### src/rtl/timer_counter_if.sv
// Control/status bundle between the APB register block and the timer counting core.
// The register block drives TDR/TCR/clear strobes; the core returns TCNT and the sticky flags.
interface timer_counter_if;
    localparam int unsigned DATA_WIDTH = 8;

    logic [DATA_WIDTH-1:0] TDR;
    logic [7:0]            TCR;
    logic                  OVF_CLR;
    logic                  UDF_CLR;
    logic [DATA_WIDTH-1:0] TCNT;
    logic                  TMR_OVF;
    logic                  TMR_UDF;

    modport master (
        output TDR, TCR, OVF_CLR, UDF_CLR,
        input  TCNT, TMR_OVF, TMR_UDF
    );

    modport slave (
        input  TDR, TCR, OVF_CLR, UDF_CLR,
        output TCNT, TMR_OVF, TMR_UDF
    );
endinterface

### src/rtl/timer_counter.sv
// 8-bit timer counting core: clock-select prescaler, parallel load, up/down counter
// and sticky overflow/underflow flags with W1C-style clear strobes.
module timer_counter (
    input  logic            PCLK,
    input  logic            PRESET,
    timer_counter_if.slave  bus
);
    localparam int unsigned DATA_WIDTH = 8;
    localparam int unsigned DIV_WIDTH  = 4;

    logic [DATA_WIDTH-1:0] r_tcnt;
    logic                  r_ovf;
    logic                  r_udf;
    logic [DIV_WIDTH-1:0]  r_div;

    logic                  w_load;
    logic                  w_down;
    logic                  w_en;
    logic [1:0]            w_cks;
    logic                  w_tick;
    logic [DIV_WIDTH-1:0]  w_div_nxt;
    logic [DATA_WIDTH-1:0] w_tcnt_nxt;
    logic                  w_ovf_set;
    logic                  w_udf_set;
    logic                  w_unused_tcr;

    assign w_load       = bus.TCR[7];
    assign w_down       = bus.TCR[5];
    assign w_en         = bus.TCR[4];
    assign w_cks        = bus.TCR[1:0];
    assign w_unused_tcr = ^{bus.TCR[6], bus.TCR[3:2]};

    // Tick when the low CKS+1 prescaler bits are all ones
    always_comb begin
        w_tick = 1'b0;
        case (w_cks)
            2'd0:    w_tick = r_div[0];
            2'd1:    w_tick = &r_div[1:0];
            2'd2:    w_tick = &r_div[2:0];
            default: w_tick = &r_div[3:0];
        endcase
    end

    // Prescaler restarts from zero whenever counting is paused or a load is in progress
    always_comb begin
        w_div_nxt = r_div + DIV_WIDTH'(1);
        if (!w_en || w_load) begin
            w_div_nxt = '0;
        end
    end

    always_comb begin
        w_tcnt_nxt = r_tcnt;
        w_ovf_set  = 1'b0;
        w_udf_set  = 1'b0;
        if (w_load) begin
            w_tcnt_nxt = bus.TDR;
        end else if (w_en && w_tick) begin
            if (!w_down) begin
                w_tcnt_nxt = r_tcnt + DATA_WIDTH'(1);
                w_ovf_set  = (r_tcnt == '1);
            end else begin
                w_tcnt_nxt = r_tcnt - DATA_WIDTH'(1);
                w_udf_set  = (r_tcnt == '0);
            end
        end
    end

    // Set has priority over a simultaneous clear strobe
    always_ff @(posedge PCLK or posedge PRESET) begin
        if (PRESET) begin
            r_tcnt <= '0;
            r_ovf  <= 1'b0;
            r_udf  <= 1'b0;
            r_div  <= '0;
        end else begin
            r_tcnt <= w_tcnt_nxt;
            r_ovf  <= w_ovf_set | (r_ovf & ~bus.OVF_CLR);
            r_udf  <= w_udf_set | (r_udf & ~bus.UDF_CLR);
            r_div  <= w_div_nxt;
        end
    end

    assign bus.TCNT    = r_tcnt;
    assign bus.TMR_OVF = r_ovf;
    assign bus.TMR_UDF = r_udf;
endmodule
### src/flat_wrapper.sv
// flat-port wrapper written by rule: the top's interface ports become plain ports
module timer_counter_flat 
  (PCLK, PRESET, bus_TDR, bus_TCR, bus_OVF_CLR, bus_UDF_CLR, bus_TCNT, bus_TMR_OVF, bus_TMR_UDF);
  timer_counter_if bus_i ();
  input  logic PCLK;
  input  logic PRESET;
  input wire logic [$bits(bus_i.TDR)-1:0] bus_TDR;
  input wire logic [$bits(bus_i.TCR)-1:0] bus_TCR;
  input wire logic [$bits(bus_i.OVF_CLR)-1:0] bus_OVF_CLR;
  input wire logic [$bits(bus_i.UDF_CLR)-1:0] bus_UDF_CLR;
  output wire logic [$bits(bus_i.TCNT)-1:0] bus_TCNT;
  output wire logic [$bits(bus_i.TMR_OVF)-1:0] bus_TMR_OVF;
  output wire logic [$bits(bus_i.TMR_UDF)-1:0] bus_TMR_UDF;
  assign bus_i.TDR = bus_TDR;
  assign bus_i.TCR = bus_TCR;
  assign bus_i.OVF_CLR = bus_OVF_CLR;
  assign bus_i.UDF_CLR = bus_UDF_CLR;
  assign bus_TCNT = bus_i.TCNT;
  assign bus_TMR_OVF = bus_i.TMR_OVF;
  assign bus_TMR_UDF = bus_i.TMR_UDF;
  timer_counter u_core (.PCLK(PCLK), .PRESET(PRESET), .bus(bus_i));
endmodule
### config.mk
export PLATFORM = sky130hd
export DESIGN_NAME = timer_counter_flat
export DESIGN_NICKNAME = d
export VERILOG_FILES = /design/src/rtl/timer_counter_if.sv /design/src/rtl/timer_counter.sv /design/src/flat_wrapper.sv
export SDC_FILE = /design/constraint.sdc
export NUM_CORES = 1
export LEC_CHECK = 0
export CAP_MARGIN = 30
export CELL_PAD_IN_SITES_DETAIL_PLACEMENT = 0
export CELL_PAD_IN_SITES_GLOBAL_PLACEMENT = 1
export CORE_MARGIN = 2
export CORE_UTILIZATION = 35
export DETAILED_ROUTE_END_ITERATION = 6
export PLACE_DENSITY_LB_ADDON = 0.1
export SYNTH_ARGS = -nofsm -noshare
export SYNTH_HDL_FRONTEND = slang
export SYNTH_SLANG_ARGS = --single-unit
export TNS_END_PERCENT = 50
### constraint.sdc
create_clock -name PCLK -period 5.3 [get_ports PCLK]
set_input_delay 1.06 -clock PCLK [delete_from_list [all_inputs] [get_ports PCLK]]
set_output_delay 1.06 -clock PCLK [all_outputs]
set_load 0.005 [all_outputs]
# ---- Word-level counts from Yosys, hierarchy flattened
# Cells that the tools add are included.
dict set report op_classes {
  mux 11
  reduce_logical 9
  n_eq_ne 3
  bitwise_logic 6
  addsub 3
}
# op n
set op_table {}
lappend op_table {{$mux W8} 3}
lappend op_table {{$add A8 B1 Y8 const B} 1}
lappend op_table {{$eq A8 B8 Y1 const B} 1}
lappend op_table {{$logic_not A8 Y1} 1}
lappend op_table {{$sub A8 B1 Y8 const B} 1}
lappend op_table {{$mux W1} 6}
lappend op_table {{$add A4 B1 Y4 const B} 1}
lappend op_table {{$mux W4} 1}
lappend op_table {{$reduce_and A4 Y1} 1}
lappend op_table {{$pmux W1 S3} 1}
lappend op_table {{$reduce_and A3 Y1} 1}
lappend op_table {{$and A1 B1 Y1} 2}
lappend op_table {{$eq A2 B1 Y1 const B} 1}
lappend op_table {{$eq A2 B2 Y1 const B} 1}
lappend op_table {{$logic_not A2 Y1} 1}
lappend op_table {{$not A1 Y1} 2}
lappend op_table {{$or A1 B1 Y1} 2}
lappend op_table {{$reduce_and A2 Y1} 1}
lappend op_table {{$reduce_bool A2 Y1} 1}
lappend op_table {{$logic_and A1 B1 Y1} 1}
lappend op_table {{$logic_not A1 Y1} 1}
lappend op_table {{$logic_or A1 B1 Y1} 1}
dict set report totals {
  input_bits 20
  word_cells 36
  reg_bits 14
  output_inout_bits 10
}

# ---- Depth between registers and ports, before layout
dict set report logic_depth {
  depth_word 6
  mapped_depth 9
  depth_no_buf 8
}

# ---- Least setup slack after synthesis
# OpenSTA, ideal clock, no wires.
dict set report synth_timing {
  path_type {input port to flip-flop}
  startpoint {input port bus_TCR[5]}
  endpoint {register u_core.r_tcnt[7] (netlist: u_core.bus.TCNT[7])}
  path_buffers 0
  stages 7
  t_arrival_ps 2446
  slack_ps 2730
  setup_time_ps 124
  required_ps 5176
  cell_sequence {ha_1 -> a21o_1 -> a21o_1 -> a211oi_2 -> xnor2_1 -> a21oi_1 -> o31a_1}
}
dict set report synth_between {
  elab_chain_cells 3
}
# element line_no
set synth_rtl {}
lappend synth_rtl {{start: declaration} flat_wrapper.sv:8} ;# input wire logic [$bits(bus_i.TCR)-1:0] bus_TCR;
lappend synth_rtl {{$mux W8} timer_counter.sv:59} ;# if (!w_down) begin
lappend synth_rtl {{$mux W8} timer_counter.sv:58} ;# end else if (w_en && w_tick) begin
lappend synth_rtl {{$mux W8} timer_counter.sv:56} ;# if (w_load) begin
lappend synth_rtl {{end signal: assignment} timer_counter.sv:77} ;# r_tcnt <= w_tcnt_nxt;
lappend synth_rtl {{end: declaration} timer_counter.sv:11} ;# logic [DATA_WIDTH-1:0] r_tcnt;
# No other way between the ends. The select of a mux whose other input is x is not followed.
# A chain may end at the register's enable or synchronous reset.

# ---- Worst setup path in the final report
# Ends and elaborated chain as after synthesis.

==> metrics.yaml <==
wl_per_cell_um: 13.0
vias: 864
postCtsSetupBuffers: 0
die_h_um: 56.4
grt_max_degree: 19
dieArea_sq_um: 3180
drc: 0
dr.pass1.iters: 4
core_area_sq_um: 2690
avgSynthCellArea_sq_um: 8.75
yosysSeqAreaShare: 0.364
htreeDepth: 1
place_area_sq_um: 1250
drtIter0Drc: 26
cts_buffer_depth: 2
min_period_ns: 3.12
cp_slowest_cell: "clkdlybuf4s50_1"
netlist_instances: 110
fin_skew_ns: 0.00487
finalCritPeriodShare: 0.588
area_delta_synth_final_pct: 33.5
portBuffers: 26
finish.instance_area_sq_um: 1280
p_per_area_nw_per_um2: 226
p_total_uw: 291
hold_start: "u_core.r_div[0]"
required_ns: 5.48
ir_drop_v: 0.000130
yosysUniqueCellTypes: 30
fmax_mhz: 321
gp_congestion: 0.830
worstHoldPathType: "reg -> reg"
timing.rr.start: "u_core.bus.TCNT[4]"
crit_chain: "clkdlybuf4s50_1 -> ha_1 -> a21o_1 -> a21o_1 -> a211oi_2 -> xnor2_1 -> a21oi_1 -> o31a_1"
max_cap_violations: 0
rows: 19
cts_resized: 0
cts_hold_buf: 0
via_per_inst: 5.14
grtUsageTotal: 0.158
synth_top_family_by_area: "compound AO/OA/AOI/OAI gates"
synth-compound-area-share: 0.199
syn_area_sq_um: 962
rsz0062_at_grt: "false"
place_hpwl_um: 1620
startpoint: "bus_TCR[5]"
p_leak_nw: 0.565
path_class: "in -> reg"
tns_ns: 0
setup_viol: 0
antenna_cells: 0
drt_wl_total_um: 2190
worst_pin_slew_ns: 0.607
cts_tree: "done"
worst_skew_pair.late_latency_ns: 0.28
syn-num-nets: 139
maxSlewHeadroom: 0.594
start_util: 0.358
grt_pass1_vias: 849
synth-seq-cells: 14
drive_gt1_frac: 0.0511
cts_sinks: 14
nNetsFinal: 167
antenna_found_initial: 0
synth-xor-area-share: 0.0637
crit_path_frequent_cell: "a21o_1"
maxSlewViolCount: 0
ant_nets: 0
cts_root_buffer: "clkbuf_4"
cts_buffers: 3
synth-simple-area-share: 0.165
synth_mux_area_frac: 0.0312
synthAdderAreaFrac: 0.125
hold_violations: 0
pin_count: 30
cpPeakStageDelay_ns: 0.72
worstSetupEndpointType: "register"
clk_pin_slew_worst_paths_ns: 0.09
critPathArrivalTime_ns: 3.30
startpoint_type: "input pin"
yosysWarnings: 0
grt_pass1_wl_um: 3880
die_w_um: 56.4
status: "finished clean"
gr-total-overflow: 0
path_max_fanout: 9
==> cells by family (layout without fill, tap and decap cells) <==
| family | after synthesis | count (layout) |
|---|---|---|
| fa+ha+maj | 9 | 9 |
| compound gates | 30 | 30 |
| buf+inv | 13 | 40 |
| flops | 14 | 14 |
| mux | 3 | 3 |
| simple gates | 34 | 34 |
| xor+xnor | 7 | 7 |
==> cell usage in the layout, fill, tap and decap left out, types with 2 or more instances in the layout <==
cell and n:
a211oi_2 2, a21o_1 3, a21oi_1 8, clkbuf_4 3, clkdlybuf4s50_1 26, dfrtp_1 14, ha_1 8, inv_1 10
mux2i_1 3, nand2_1 10, nand2b_1 3, nand3_1 2, nand4_1 3, nor2_1 10, nor3_1 2, o21ai_0 3
o21ai_1 6, o22ai_1 3, xnor2_1 5, xor2_1 2
==> metal layers <==
| metal | vias to the layer above | global-route usage | wire length [um] |
|---|---|---|---|
| met4 | 0 | 0.0714 | 30 |
| met5 | - | 0 | 0 |
| met1 | 400 | 0.205 | 1010 |
| li1 | 440 | - | - |
| met2 | 20 | 0.244 | 1040 |
| met3 | 4 | 0.0415 | 105 |
==> final cells by class <==
type,count,area (sq um)
Multi-Input combinational cell,83,562
Inverter,10,37.5
Sequential cell,14,350
Tap cell,31,38.8
Clock buffer,4,36.3
Timing Repair Buffer,26,260
Fill cell,278,1400
==> flip-flops by register name, indices dropped and copies added, names as in the netlist <==
name	count
u_core.bus.TCNT	8
u_core.bus.TMR_OVF	1
u_core.bus.TMR_UDF	1
u_core.r_div	4
==> path summary, 6_finish.rpt <==
kind | endpoint | slack, ns | cells after the start
min | u_core.r_div[0] | 0.49 | 1
max reg2reg | u_core.bus.TCNT[7] | 3.23 | 7
min in group asynchronous | u_core.bus.TCNT[6] | 1.12 | 2
max | u_core.bus.TCNT[7] | 2.18 | 8
max in group asynchronous | u_core.bus.TCNT[2] | 3.80 | 2
min reg2reg | u_core.r_div[0] | 0.49 | 1
==> per-stage QoR <==
stage | instances | hold slack, ns | worst slack (ns) | utilization
5_1_grt | 168 | 0.517 | 2.07 | 0.478
2_1_floorplan | 110 | 0.453 | 2.73 | -
6_report | 168 | 0.491 | 2.18 | 0.478
3_3_place_gp | 164 | 0.483 | 1.91 | 0.465
4_1_cts | 168 | 0.495 | 2.22 | 0.478
3_5_place_dp | 164 | 0.482 | 1.91 | 0.465
==> cells in the mapped netlist (all sizes together) <==
| library cell | number | share of area |
|---|---|---|
| nor3 | 2 | 0.010 |
| nand3 | 2 | 0.010 |
| nor2 | 10 | 0.039 |
| a211oi | 3 | 0.034 |
| fa | 1 | 0.021 |
| nand2 | 10 | 0.039 |
| o21ai | 9 | 0.047 |
| ha | 8 | 0.10 |
| clkbuf | 2 | 0.0078 |
| and2 | 1 | 0.0065 |
| nor4 | 1 | 0.0065 |
| a21oi | 8 | 0.042 |
| o31a | 1 | 0.0091 |
| dfrtp | 14 | 0.36 |
| and3 | 1 | 0.0065 |
| a21o | 4 | 0.033 |
| buf | 1 | 0.0052 |
| o21bai | 1 | 0.0078 |
| nor3b | 1 | 0.0078 |
| xnor2 | 5 | 0.046 |
| xor2 | 2 | 0.018 |
| mux2i | 3 | 0.031 |
| nand4 | 3 | 0.020 |
| inv | 10 | 0.039 |
| o22ai | 3 | 0.020 |
| nand2b | 3 | 0.020 |
| a21boi | 1 | 0.0078 |
==> power by group <==
group,total (mW),internal [mW],switching [mW],leakage [nW]
logic,0.0881,0.0488,0.0394,0.364
clock network,0.0793,0.0418,0.0375,0.0210
registers,0.123,0.113,0.00986,0.179
total,0.291,0.204,0.0867,0.565
==> critical path, delay by kind of cell <==
| kind | cells | cell delay [ns] |
|---|---|---|
| buffers and inverters | 1 | 0.72 |
| XOR/XNOR | 1 | 0.16 |
| adder cells (fa/ha/maj) | 1 | 0.37 |
| AO/OA/AOI/OAI | 5 | 0.98 |
Power figures use the tool's default switching activity.
